`config.mk`:
```
export PLATFORM = sky130hd
export DESIGN_NAME = elevator_scheduler
export DESIGN_NICKNAME = d
export VERILOG_FILES = /design/src/rtl/elevator_scheduler_pkg.sv /design/src/rtl/elevator_scheduler_timer.sv /design/src/rtl/elevator_scheduler.sv
export SDC_FILE = /design/constraint.sdc
export NUM_CORES = 1
export LEC_CHECK = 0
export BUFFER_PORTS_ARGS = -buffer_cell sky130_fd_sc_hd__clkbuf_2
export CAP_MARGIN = 25
export CORE_MARGIN = 2
export CORE_UTILIZATION = 53
export CTS_BUF_LIST = sky130_fd_sc_hd__clkbuf_16
export DETAILED_ROUTE_END_ITERATION = 8
export PLACE_DENSITY = 0.76
export SYNTH_ARGS = -nofsm -noshare
export SYNTH_HDL_FRONTEND = slang
export SYNTH_SLANG_ARGS = --single-unit
```
`constraint.sdc`:
```
create_clock -name clk -period 2.9 [get_ports clk]
set_clock_uncertainty 0.05 [all_clocks]
set_input_delay 0 -clock clk [delete_from_list [all_inputs] [get_ports clk]]
set_output_delay 0 -clock clk [all_outputs]
set_load 0.005 [all_outputs]
```
`src/rtl/elevator_scheduler_pkg.sv`:
```
// Shared definitions for the elevator car scheduler: FSM state encoding,
// default geometry/timing constants and a small elaboration helper.
package elevator_scheduler_pkg;

    typedef enum logic [1:0] {
        ST_IDLE   = 2'd0,
        ST_MOVE   = 2'd1,
        ST_ARRIVE = 2'd2,
        ST_DOOR   = 2'd3
    } state_t;

    localparam int DEF_NFLOOR   = 4;
    localparam int DEF_MOVE_CYC = 50_000_000;
    localparam int DEF_DOOR_CYC = 100_000_000;

    function automatic int max_int(input int a, input int b);
        return (a > b) ? a : b;
    endfunction

endpackage

```
`src/rtl/elevator_scheduler_timer.sv`:
```
// elev_timer: loadable down-counter that saturates at zero. One instance is
// time-shared by the floor-travel and door-open phases of the scheduler.
module elevator_scheduler_timer #(
    parameter int W = 4
) (
    input  logic         clk,
    input  logic         rstn,
    input  logic         load,
    input  logic [W-1:0] load_val,
    output logic         zero
);

    logic [W-1:0] count_reg;

    always_ff @(posedge clk or negedge rstn) begin
        if (!rstn) begin
            count_reg <= '0;
        end else if (load) begin
            count_reg <= load_val;
        end else if (count_reg != '0) begin
            count_reg <= count_reg - W'(1);
        end
    end

    assign zero = (count_reg == '0);

endmodule

```
`src/rtl/elevator_scheduler.sv`:
```
// SCAN (collective) car-motion scheduler: latches hall/car calls, picks the
// travel direction, and sequences move / arrive / door phases with served strobes.
module elevator_scheduler
    import elevator_scheduler_pkg::*;
#(
    parameter int NFLOOR   = DEF_NFLOOR,
    parameter int FLOOR_W  = 2,
    parameter int MOVE_CYC = DEF_MOVE_CYC,
    parameter int DOOR_CYC = DEF_DOOR_CYC
) (
    input  logic               clk,
    input  logic               rstn,
    input  logic [NFLOOR-1:0]  hall_up,
    input  logic [NFLOOR-1:0]  hall_dn,
    input  logic [NFLOOR-1:0]  car_call,
    input  logic               door_hold,
    output logic [FLOOR_W-1:0] cur_floor,
    output logic               dir_up,
    output logic               moving,
    output logic               door_open,
    output logic [NFLOOR-1:0]  served_up,
    output logic [NFLOOR-1:0]  served_dn,
    output logic [NFLOOR-1:0]  served_car
);

    localparam int                  TIMER_W   = $clog2(max_int(MOVE_CYC, DOOR_CYC));
    localparam logic [TIMER_W-1:0]  MOVE_LOAD = TIMER_W'(MOVE_CYC - 1);
    localparam logic [TIMER_W-1:0]  DOOR_LOAD = TIMER_W'(DOOR_CYC - 1);
    localparam logic [FLOOR_W-1:0]  TOP       = FLOOR_W'(NFLOOR - 1);
    // No up call exists at the top floor and no down call at the bottom.
    localparam logic [NFLOOR-1:0]   UP_MASK   = ~(NFLOOR'(1) << (NFLOOR - 1));
    localparam logic [NFLOOR-1:0]   DN_MASK   = ~NFLOOR'(1);

    state_t              state_reg, state_next;
    logic [FLOOR_W-1:0]  floor_reg, floor_next;
    logic                dir_reg, dir_next;
    logic [NFLOOR-1:0]   pend_up_reg, pend_dn_reg, pend_car_reg;
    logic [NFLOOR-1:0]   pend_up_next, pend_dn_next, pend_car_next;
    logic [NFLOOR-1:0]   served_up_reg, served_dn_reg, served_car_reg;
    logic [NFLOOR-1:0]   srv_up_next, srv_dn_next, srv_car_next;
    logic                srv_up_bit, srv_dn_bit, srv_car_bit;

    logic [NFLOOR-1:0]   pend_any, above_vec, below_vec, here_vec;
    logic                above, below, here, beyond;
    logic                at_up, at_dn, at_car, stop, enter_door;

    logic                tmr_load, tmr_zero;
    logic [TIMER_W-1:0]  tmr_val;

    elevator_scheduler_timer #(
        .W (TIMER_W)
    ) u_timer (
        .clk      (clk),
        .rstn     (rstn),
        .load     (tmr_load),
        .load_val (tmr_val),
        .zero     (tmr_zero)
    );

    assign pend_any = pend_up_reg | pend_dn_reg | pend_car_reg;

    for (genvar gi = 0; gi < NFLOOR; gi++) begin : g_floor
        assign above_vec[gi]    = pend_any[gi] && (gi > int'(floor_reg));
        assign below_vec[gi]    = pend_any[gi] && (gi < int'(floor_reg));
        assign here_vec[gi]     = pend_any[gi] && (gi == int'(floor_reg));
        assign srv_up_next[gi]  = srv_up_bit  && (gi == int'(floor_reg));
        assign srv_dn_next[gi]  = srv_dn_bit  && (gi == int'(floor_reg));
        assign srv_car_next[gi] = srv_car_bit && (gi == int'(floor_reg));
    end

    assign above  = |above_vec;
    assign below  = |below_vec;
    assign here   = |here_vec;
    assign beyond = dir_reg ? above : below;
    assign at_up  = pend_up_reg[floor_reg];
    assign at_dn  = pend_dn_reg[floor_reg];
    assign at_car = pend_car_reg[floor_reg];

    // A serve clears its bit even if the input is still high; it re-latches next cycle.
    assign pend_up_next  = (pend_up_reg  | (hall_up & UP_MASK)) & ~srv_up_next;
    assign pend_dn_next  = (pend_dn_reg  | (hall_dn & DN_MASK)) & ~srv_dn_next;
    assign pend_car_next = (pend_car_reg | car_call)            & ~srv_car_next;

    always_comb begin
        state_next  = state_reg;
        floor_next  = floor_reg;
        dir_next    = dir_reg;
        tmr_load    = 1'b0;
        tmr_val     = MOVE_LOAD;
        enter_door  = 1'b0;
        srv_up_bit  = 1'b0;
        srv_dn_bit  = 1'b0;
        srv_car_bit = 1'b0;
        stop        = at_car | (dir_reg ? at_up : at_dn) | (!beyond & (at_up | at_dn));

        case (state_reg)
            ST_IDLE: begin
                if (here) begin
                    enter_door = 1'b1;
                end else if (above && (dir_reg || !below)) begin
                    dir_next   = 1'b1;
                    tmr_load   = 1'b1;
                    state_next = ST_MOVE;
                end else if (below) begin
                    dir_next   = 1'b0;
                    tmr_load   = 1'b1;
                    state_next = ST_MOVE;
                end
            end
            ST_MOVE: begin
                if (tmr_zero) begin
                    state_next = ST_ARRIVE;
                    if (dir_reg && floor_reg != TOP) begin
                        floor_next = floor_reg + FLOOR_W'(1);
                    end else if (!dir_reg && floor_reg != '0) begin
                        floor_next = floor_reg - FLOOR_W'(1);
                    end
                end
            end
            ST_ARRIVE: begin
                // Nothing left ahead: park here rather than run past the shaft end.
                if (stop || !beyond) begin
                    enter_door = 1'b1;
                end else begin
                    tmr_load   = 1'b1;
                    state_next = ST_MOVE;
                end
            end
            ST_DOOR: begin
                srv_car_bit = at_car;
                srv_up_bit  = dir_reg & at_up;
                srv_dn_bit  = !dir_reg & at_dn;
                if (at_car || (dir_reg & at_up) || (!dir_reg & at_dn) || door_hold) begin
                    tmr_load = 1'b1;
                    tmr_val  = DOOR_LOAD;
                end else if (tmr_zero) begin
                    state_next = ST_IDLE;
                end
            end
            default: state_next = ST_IDLE;
        endcase

        if (enter_door) begin
            state_next  = ST_DOOR;
            tmr_load    = 1'b1;
            tmr_val     = DOOR_LOAD;
            srv_car_bit = at_car;
            srv_up_bit  = at_up & (dir_reg | !beyond);
            srv_dn_bit  = at_dn & (!dir_reg | !beyond);
            // Reverse when the sweep is exhausted; at a shaft end the only sane direction is inward.
            if (!beyond) begin
                if (floor_reg == '0) begin
                    dir_next = 1'b1;
                end else if (floor_reg == TOP) begin
                    dir_next = 1'b0;
                end else begin
                    dir_next = !dir_reg;
                end
            end
        end
    end

    always_ff @(posedge clk or negedge rstn) begin
        if (!rstn) begin
            state_reg      <= ST_IDLE;
            floor_reg      <= '0;
            dir_reg        <= 1'b1;
            pend_up_reg    <= '0;
            pend_dn_reg    <= '0;
            pend_car_reg   <= '0;
            served_up_reg  <= '0;
            served_dn_reg  <= '0;
            served_car_reg <= '0;
        end else begin
            state_reg      <= state_next;
            floor_reg      <= floor_next;
            dir_reg        <= dir_next;
            pend_up_reg    <= pend_up_next;
            pend_dn_reg    <= pend_dn_next;
            pend_car_reg   <= pend_car_next;
            served_up_reg  <= srv_up_next;
            served_dn_reg  <= srv_dn_next;
            served_car_reg <= srv_car_next;
        end
    end

    assign cur_floor  = floor_reg;
    assign dir_up     = dir_reg;
    assign moving     = (state_reg == ST_MOVE);
    assign door_open  = (state_reg == ST_DOOR);
    assign served_up  = served_up_reg;
    assign served_dn  = served_dn_reg;
    assign served_car = served_car_reg;

endmodule
```
# Word level (Yosys, flattened, before mapping)
# Cells that the tools add are included.
# word_totals
in_bits	15
register_bits	56
wordCells	149
# classes
n_reduce_logical	46
eq_ne	14
magnitude_cmp	7
muxes	48
bitwise	21
n_addsub	3
# op_table
cell	n
27-bit two-way mux	5
27-bit logical NOT	1
1-bit two-way mux	27
27-bit nonzero test	1
27-bit by 1-bit subtractor with 27-bit output, second input constant	1
1-bit logical AND	25
2-bit two-way mux	10
4-bit OR	4
4-bit bitwise AND	3
4-bit inverter	3
3-bit inequality test, second input constant	3
2-bit case mux with 4 select lines	1
1-bit binary-select mux with 2-bit select	3
2-bit equality test, second input constant	3
2-bit logical NOT	3
3-bit by 1-bit inequality test with 1-bit output, second input constant	2
6-bit AND reduction	1
2-bit nonzero test	3
3-bit OR reduction	2
1-bit bitwise AND	5
1-bit logical OR	5
1-bit OR	5
2-bit equality test, first input constant	2
2-bit greater-than comparator, first input constant	2
16 further kinds	19

# Depth between registers and ports, before layout
# Gate-level depths: netlist (run 1).
# logic_depth
depth_word	15
ltp_mapped	12
ltp_nobuf	8

# Cells and area by module
# A second synthesis (run 1) with hierarchy kept.
# hier_totals
cells_unflattened	347
hier_area_um2	3291.9
# modules_own_cells
mod	area_per_inst_um2	seq_area_each_um2	cells_per_inst	n_inst
elevator_scheduler	1664.1	726.9	169	1
elevator_scheduler_timer	1627.8	675.6	178	1

# Worst setup path after synthesis (run 1)
# No wires, ideal clock.
# synth_timing
path_type	register to register
startpoint	reg floor_reg[0] (netlist: cur_floor[0])
endpoint	reg u_timer.count_reg[8]
setup_time_ns	0.119
stages_incl_launch_ff	11
required_time_ns	2.731
setup_slack_ns	0.066
arrival_ns	2.665
cell_sequence	dfrtp_1 clkbuf_1 inv_1 ha_1 or2_2 o221ai_1 a211oi_1 o32a_4 and4_1 buf_2 and2_1
# synth_via
elab_chain_cells	12
elab_cells_between_ends	58
cone_classes	6 x order compare; 3 x eq/ne; 20 x mux; 6 x bitwise; 23 x reduce/logical
# synth_lines
element	line	text
start: declaration	elevator_scheduler.sv:35	logic [FLOOR_W-1:0] floor_reg, floor_next;
start signal: assignment	elevator_scheduler.sv:176	floor_reg <= floor_next;
1-bit by 2-bit < comparator with 1-bit output, or another cell as far along	elevator_scheduler.sv:64	assign below_vec[gi] = pend_any[gi] && (gi < int'(floor_reg));
1-bit logical AND (on tied branches)	elevator_scheduler.sv:64, elevator_scheduler.sv:63	
3-bit OR reduction (on tied branches)	elevator_scheduler.sv:72, elevator_scheduler.sv:71	
1-bit two-way mux	elevator_scheduler.sv:74	assign beyond = dir_reg ? above : below;
1-bit logical NOT	-	
1-bit bitwise AND	elevator_scheduler.sv:94	stop = at_car | (dir_reg ? at_up : at_dn) | (!beyond & (at_up | at_dn));
1-bit OR	elevator_scheduler.sv:94	
1-bit logical OR	elevator_scheduler.sv:122	if (stop || !beyond) begin
1-bit two-way mux	elevator_scheduler.sv:122	
1-bit case mux with 3 select lines / 1-bit case mux with 2 select lines (equally long branches)	elevator_scheduler.sv:96	case (state_reg)
1-bit two-way mux / 27-bit two-way mux (equally long branches)	elevator_scheduler.sv:143	if (enter_door) begin
27-bit two-way mux / 2-bit nonzero test (equally long branches)	-	
end signal: assignment	elevator_scheduler_timer.sv:19	count_reg <= load_val;
end signal: assignment	elevator_scheduler_timer.sv:21	count_reg <= count_reg - W'(1);
end: declaration	elevator_scheduler_timer.sv:13	logic [W-1:0] count_reg;
# Several ways; a longest one is shown, not always the timed one. The select of a mux whose other input is x is not followed.
# A chain may end at the register's enable or synchronous reset.

# Final worst setup path (run 1)
# layout_timing
startpoint	reg floor_reg[1] (netlist: cur_floor[1])
endpoint	reg u_timer.count_reg[10]
# The elaborated chain is that of the path after synthesis.

==> qor_table.md, run 1 <==
| Quantity | Value | Unit |
|:---|:---|:---|
| Sequential element share of the synthesized area | 46.0 | % |
| Maximum fanout encountered on the critical timing path | 8 | - |
| Post-synthesis simple-gate area fraction | 25.5 | % |
| Via total after detailed routing | 2496 | - |
| Total of warnings raised by yosys | 0 | - |
| Classification of the worst-slack hold path | in2reg | - |
| Clock insertion delay at the later pin of the skew report | 0.29 | ns |
| Run status | finished, final reports clean | - |
| Biggest cell delay along the critical path | 0.55 | ns |
| Mux contribution to synthesized area | 2.83 | % |
| Net total in the final layout | 386 | - |
| Bufs on Longest Clock Path | 2 | - |
| Fraction of final layout cells with drive strength greater than 1 | 18.9 | % |
| Worst Hold Margin | 0.0210 | ns |
| Number of flip-flops under the largest register name | 27 | - |
| Num ports | 32 | - |
| Nature of the critical path startpoint | flip-flop | - |
| Crit path buf inv count | 2 | - |
| Tmin final | 2.66 | ns |
| Wire length of the first global-routing pass | 11700 | µm |
| Final hold violations | 0 | - |
| Number of nets with antenna violations after detailed routing | 0 | - |
| Estimated wirelength of the detail-placed design | 4710 | µm |
| CTS-repair resized insts | 0 | - |
| Pin count of the biggest net entering global routing | 35 | - |
| Mapped Cells | 317 | - |
| Max-cap violations | 0 | - |
| Die extent in y | 79.8 | µm |
| Post-Syn Nets | 339 | - |
| Worst Setup Slack, final | 0.245 | ns |
| Required time of the critical path | 3.03 | ns |
| Starting DRT DRC Count | 216 | - |
| Total GRT Usage | 23.1 | % |
| Category of the most critical setup path | reg2reg | - |
| Remaining design rule violation count | 0 | - |
| EDFF count, synth | 0 | - |
| Average wire per standard cell | 15.1 | µm |
| XOR/XNOR Fraction of Synth Area | 7.19 | % |
| Count of final max-slew check failures | 0 | - |
| Diodes inserted | 0 | - |
| Worst relative slew slack | 42.9 | % |
| Peak supply drop | 380 | µV |
| Via count of the first global-routing pass | 2492 | - |
| Synth Cell Area | 3050 | µm² |
| Most used flip-flop cell after synthesis | dfrtp_1 | - |
| Width of the die | 79.8 | µm |
| Post-Synthesis Mean Instance Area | 9.61 | µm² |
| Clock transition at the register clock pins on the worst setup and hold paths after CTS | 0.07 | ns |
| Area Overhead vs Synth | 17.9 | % |
| Buffers on Ports | 29 | - |
| Cell type of the slowest stage on the worst timing path | a211oi_1 | - |
| Total iterations of the first detailed-routing run | 4 | - |
| Measured slew at the worst slew-check pin | 0.856 | ns |
| Total setup buffers inserted after CTS | 0 | - |
| Post-synthesis share of cell area spent on full adders, half adders and majority gates | 2.87 | % |
| CTS H-Tree Depth | 2 | - |
| Number of antenna violations at the first check in global routing | 0 | - |
| Area of the die | 6370 | µm² |
| Total gr overflow | 0 | - |
| Share of the clock period used by the worst path | 91.6 | % |
| Main combinational cell family by area after synthesis | simple AND/OR/NAND/NOR gates | - |
| Vias/cell | 5.71 | - |
| Leading cell type in the layout, fill and taps excluded | dfrtp_1 | - |
| Clk root buf | clkbuf_16 | - |
| Worst Setup Slack post-DPL | 0.297 | ns |
| Top library cells by usage in the layout, fill and taps aside | dfrtp_1 (55), nand2_1 (41), nor2_1 (35), clkbuf_2 (29), o21ai_0 (17) | - |
| Total instance count after detailed placement | 418 | - |
| Setup TNS | 0 | ns |
| Number of buffers added to fix hold violations after cts | 11 | - |
| Endpoint class of the critical path | flip-flop | - |
| Unique cell type count in the Yosys netlist | 53 | - |
| Std-Cell Rows | 27 | - |
| Peak Freq | 0.377 | GHz |
| Starting utilization of the core area | 55.0 | % |
| Total length of routed wires | 6620 | µm |
| Power density over the cells | 458 | nW/µm² |
| Area fraction in compound gates after synthesis | 12.6 | % |
| Sinks on the clock net | 56 | - |
| Total of fill cells in the finished design | 453 | - |
| Unrepaired setup endpoints after global routing | no | - |
| Final weighted congestion in routability-driven placement | 0.868 | - |
| Total clock buffers created by CTS | 5 | - |
| Non-filler cells, final | 437 | - |
| Critical Path AT | 2.78 | ns |
| Leakage power | 1.47 | nW |
| TritonCTS clock tree | done | - |
| Cell family with most CP delay | compound AO/OA/AOI/OAI gates | - |
| Core region area | 5540 | µm² |
| Register bit total from synthesis | 56 | - |
| Setup violation total in the final timing report | 0 | - |
| Share of synthesized registers carrying an async set or reset | 100 | % |
| Cells along the critical path | inv_1 -> ha_1 -> o31ai_1 -> o221ai_1 -> a211oi_1 -> o21ai_0 -> and4_1 -> buf_4 -> and2_1 | - |
| Final Power | 1.64 | mW |
power by group:
| part | internal [mW] | leakage (nW) | total (mW) | switching [mW] |
|---|---|---|---|---|
| sequential | 0.800 | 0.629 | 0.819 | 0.0195 |
| clock | 0.411 | 0.0804 | 0.686 | 0.275 |
| combinational | 0.0611 | 0.761 | 0.140 | 0.0787 |
| total | 1.27 | 1.47 | 1.64 | 0.374 |
kinds of logic (layout without fill, tap and decap cells):
| kind of cell | Yosys count | in the layout |
|---|---|---|
| buffers and inverters | 19 | 67 |
| multiplexers | 7 | 7 |
| AO/OA/AOI/OAI | 55 | 55 |
| adder cells (fa/ha/maj) | 7 | 7 |
| AND/OR/NAND/NOR | 148 | 148 |
| flip-flops | 56 | 56 |
| XOR/XNOR | 25 | 25 |
per-stage QoR:
step           area (µm²)  util (%)
2_1_floorplan        3050         -
3_3_place_gp         3310      59.8
3_5_place_dp         3310      59.8
4_1_cts              3590      64.9
5_1_grt              3590      64.9
6_report             3590      64.9
synthesized netlist by cell type (2+ instances only):
| cell type | instances | area [µm²] |
|---|---|---|
| nor4_1 | 2 | 12.5 |
| xor2_1 | 13 | 114 |
| nand3_1 | 14 | 70.1 |
| o21ai_0 | 17 | 85.1 |
| a21oi_1 | 9 | 45.0 |
| nand2b_1 | 3 | 18.8 |
| buf_6 | 2 | 22.5 |
| or4_1 | 2 | 15.0 |
| o221a_2 | 3 | 33.8 |
| or3_1 | 5 | 31.3 |
| xnor2_1 | 12 | 105 |
| nor2b_1 | 2 | 12.5 |
| or4_4 | 2 | 22.5 |
| or2_2 | 2 | 12.5 |
| and4_1 | 2 | 17.5 |
| nor3_1 | 10 | 50.1 |
| clkbuf_1 | 8 | 30.0 |
| o31ai_1 | 6 | 45.0 |
| o221ai_1 | 2 | 17.5 |
| mux2_1 | 3 | 33.8 |
| nand4_1 | 2 | 12.5 |
| inv_1 | 6 | 22.5 |
| and2_1 | 13 | 81.3 |
| a31oi_1 | 4 | 25.0 |
| ha_1 | 7 | 87.6 |
| buf_2 | 3 | 15.0 |
| nand2_1 | 41 | 154 |
| nor2_1 | 35 | 131 |
| nor4_2 | 3 | 37.5 |
| nand3b_1 | 4 | 30.0 |
| mux2i_1 | 3 | 30.0 |
| a31o_2 | 2 | 17.5 |
| dfrtp_1 | 55 | 1380 |
worst min-delay path, stage by stage:
cell and delay, ns:
clkbuf_2 0.11, nor3_1 0.07, a2bb2oi_1 0.14
metal layers:
layer | wire [µm] | GRT usage, %
met3 | 322 | 4.07
met2 | 3190 | 37.6
met1 | 3010 | 31.9
met5 | 0 | 0
met4 | 98 | 6.44
path summary, 6_finish.rpt:
check                                      startpoint                     to  slack, ns  depth (start not counted)
max in group asynchronous                        rstn   u_timer.count_reg[2]       1.68                          3
worst min-delay path                        door_hold           state_reg[0]       0.02                          3
worst max-delay path                     cur_floor[1]  u_timer.count_reg[10]       0.24                          9
min in group asynchronous                        rstn           served_dn[3]       0.30                          2
worst min register to register  u_timer.count_reg[23]  u_timer.count_reg[23]       0.48                          2
worst max register to register           cur_floor[1]  u_timer.count_reg[10]       0.24                          9
final cells by class:
cell class / count / area [µm²] / area share (%)
clock inverter: 3 / 46.3 / 1.29
timing repair buffer: 53 / 353 / 9.82
inverter: 6 / 22.5 / 0.627
sequential: 56 / 1400 / 39.0
multi-input combinational: 242 / 1550 / 43.2
clock buffer: 5 / 125 / 3.48
tap: 72 / 90.1 / 2.51
Note: power is estimated with default switching activity, not from simulation.
==> inputs of run 2 (changes only) <==
--- a/config.mk
+++ b/config.mk
@@ -5,8 +5,9 @@
 export SDC_FILE = /design/constraint.sdc
 export NUM_CORES = 1
 export LEC_CHECK = 0
-export BUFFER_PORTS_ARGS = -buffer_cell sky130_fd_sc_hd__clkbuf_2
+export BUFFER_PORTS_ARGS = -buffer_cell sky130_fd_sc_hd__buf_2
 export CAP_MARGIN = 25
+export CORE_ASPECT_RATIO = 0.8
 export CORE_MARGIN = 2
 export CORE_UTILIZATION = 53
 export CTS_BUF_LIST = sky130_fd_sc_hd__clkbuf_16
==> qor_table.md, run 2 (synthesized netlist as in run 1, its figures left out) <==
| Quantity | Value | Unit |
|:---|:---|:---|
| Setup violation total in the final timing report | 0 | - |
| Classification of the worst-slack hold path | in2reg | - |
| CTS H-Tree Depth | 2 | - |
| Via count of the first global-routing pass | 2385 | - |
| Clock insertion delay at the later pin of the skew report | 0.29 | ns |
| Clock network fraction of design power | 38.7 | % |
| Share of the clock period used by the worst path | 94.2 | % |
| Top library cells by usage in the layout, fill and taps aside | dfrtp_1 (55), nand2_1 (41), nor2_1 (35), buf_2 (29), o21ai_0 (17) | - |
| Pin count of the biggest net entering global routing | 35 | - |
| Leakage power | 1.47 | nW |
| Final Power | 1.56 | mW |
| Starting utilization of the core area | 55.4 | % |
| Buffers on Ports | 29 | - |
| Remaining design rule violation count | 0 | - |
| Setup crit end | u_timer.count_reg[9] | - |
| Total iterations of the first detailed-routing run | 4 | - |
| Std-Cell Rows | 24 | - |
| Wire length of the first global-routing pass | 11600 | µm |
| Power density over the cells | 436 | nW/µm² |
| Worst Setup Slack post-DPL | 0.202 | ns |
| Final hold violations | 0 | - |
| Number of nets with antenna violations after detailed routing | 0 | - |
| Diodes inserted | 0 | - |
| Area Overhead vs Synth | 17.7 | % |
| Worst Setup Slack, final | 0.169 | ns |
| Width of the die | 88.8 | µm |
| Maximum fanout encountered on the critical timing path | 18 | - |
| Peak supply drop | 305 | µV |
| Number of antenna violations at the first check in global routing | 0 | - |
| Worst relative slew slack | 48.6 | % |
| Number of stages on the worst hold path | 3 | - |
| Total of fill cells in the finished design | 468 | - |
| Max-cap violations | 0 | - |
| Peak Freq | 0.366 | GHz |
| Estimated wirelength of the detail-placed design | 4850 | µm |
| Core region area | 5500 | µm² |
| Net switching fraction of the power | 24.4 | % |
| Endpoint class of the critical path | flip-flop | - |
| Depth of the worst register-to-register path | 9 | - |
| TritonCTS clock tree | done | - |
| Setup TNS | 0 | ns |
| Area of the die | 6370 | µm² |
| Via total after detailed routing | 2481 | - |
| Net switching power of the design | 0.382 | mW |
| Total GRT Usage | 23.5 | % |
| Total length of routed wires | 6830 | µm |
| Non-Filler Cell Area, Final | 3590 | µm² |
| Run status | finished, final reports clean | - |
| Fraction of final layout cells with drive strength greater than 1 | 19.5 | % |
| Total gr overflow | 0 | - |
| Nature of the critical path startpoint | flip-flop | - |
| CP startpoint | cur_floor[1] | - |
| Combinational group share of total power | 9.0 | % |
| Measured slew at the worst slew-check pin | 0.771 | ns |
| Launching point of the worst reg2reg path | cur_floor[1] | - |
| Placed Area | 3320 | µm² |
| Num ports | 32 | - |
| Sequential power share | 52.3 | % |
| Reg2Reg Setup Slack | 0.17 | ns |
| Average wire per standard cell | 15.4 | µm |
| Tmin final | 2.73 | ns |
| Vias/cell | 5.60 | - |
| Final weighted congestion in routability-driven placement | 0.896 | - |
| Category of the most critical setup path | reg2reg | - |
| Clk root buf | clkbuf_16 | - |
| Count of final max-slew check failures | 0 | - |
| Starting DRT DRC Count | 235 | - |
| Utilization of the core after routing | 65.3 | % |
| Critical Path AT | 2.87 | ns |
| Sinks on the clock net | 56 | - |
| Critical R2R Capture | u_timer.count_reg[9] | - |
| Bufs on Longest Clock Path | 2 | - |
| Die extent in y | 71.8 | µm |
| Leading cell type in the layout, fill and taps excluded | dfrtp_1 | - |
| Clock transition at the register clock pins on the worst setup and hold paths after CTS | 0.07 | ns |
| Net total in the final layout | 386 | - |
| Required time of the critical path | 3.04 | ns |
| Total setup buffers inserted after CTS | 0 | - |
| Internal Pwr Total | 1.18 | mW |
| Total clock buffers created by CTS | 5 | - |
| Number of flip-flops under the largest register name | 27 | - |
==> run 2: cell types whose count changed in the layout (fill, tap and decap cells not counted) <==
cell,delta
buf_2,+29
clkbuf_2,-29
a211oi_1,-1
a211oi_2,+1
a31oi_1,-1
a31oi_2,+1
bufinv_16,-1
clkinv_2,+1
==> run 2: power groups by stage <==
stage / Clock, mW / Sequential (mW) / Combinational [mW]
after floorplan: 0 / 0.826 / 0.0797
after global placement: 0 / 0.830 / 0.124
after detailed placement: 0 / 0.831 / 0.130
after CTS: 0.615 / 0.816 / 0.141
after global routing: 0.641 / 0.819 / 0.162
final: 0.605 / 0.817 / 0.141
==> run 2: worst min path at each step <==
| stage | slack (ns) | start | to |
|---|---|---|---|
| after floorplan | -0.35 | rstn | cur_floor[0] |
| after global placement | 0.06 | rstn | served_up[1] |
| after detailed placement | 0.08 | rstn | served_up[1] |
| after CTS | 0.09 | door_hold | state_reg[0] |
| final | 0.09 | door_hold | state_reg[0] |
| after global routing | 0.12 | door_hold | state_reg[1] |
==> run 2: per-layer routing <==
metal / part of all wire [%] / vias to the layer above / global-route usage (%) / wire length, µm
li1: - / 1212 / - / -
met2: 44 / 83 / 33.4 / 3030
met1: 48 / 1180 / 36.3 / 3310
met3: 6.3 / 6 / 6.22 / 432
met5: 0 / - / 0 / 0
met4: 0.79 / 0 / 4.55 / 54
==> run 2: worst max-delay path, cell delays in order, from the launching register on <==
cell,delay (ns)
dfrtp_1,0.58
inv_1,0.16
ha_1,0.23
nand2b_1,0.16
o32ai_1,0.39
a211oi_2,0.14
o32a_4,0.38
and4_1,0.19
buf_4,0.20
and2_1,0.15
==> run 2: final cells by class <==
class                           instances  area [µm²]  area share, %
Clock buffer                            5         125           3.49
Clock inverter                          3        21.3          0.593
Inverter                                6        22.5          0.628
Multi-Input combinational cell        242        1570           43.6
Sequential cell                        56        1400           39.1
Tap cell                               78        97.6           2.72
Timing Repair Buffer                   53         353           9.84
==> run 2: repair_timing <==
action	CTS	global route
endpoints found under the hold margin	43	0
setup endpoints to repair	0	2
gates resized for setup	0	2
hold buffers	11	0
==> run 2: metrics by stage <==
| stage | instances | hold slack (ns) |
|---|---|---|
| 6_report | 443 | 0.0933 |
| 4_1_cts | 443 | 0.0912 |
| 2_1_floorplan | 317 | -0.346 |
| 3_5_place_dp | 424 | 0.0776 |
| 5_1_grt | 443 | 0.122 |
| 3_3_place_gp | 424 | 0.0595 |
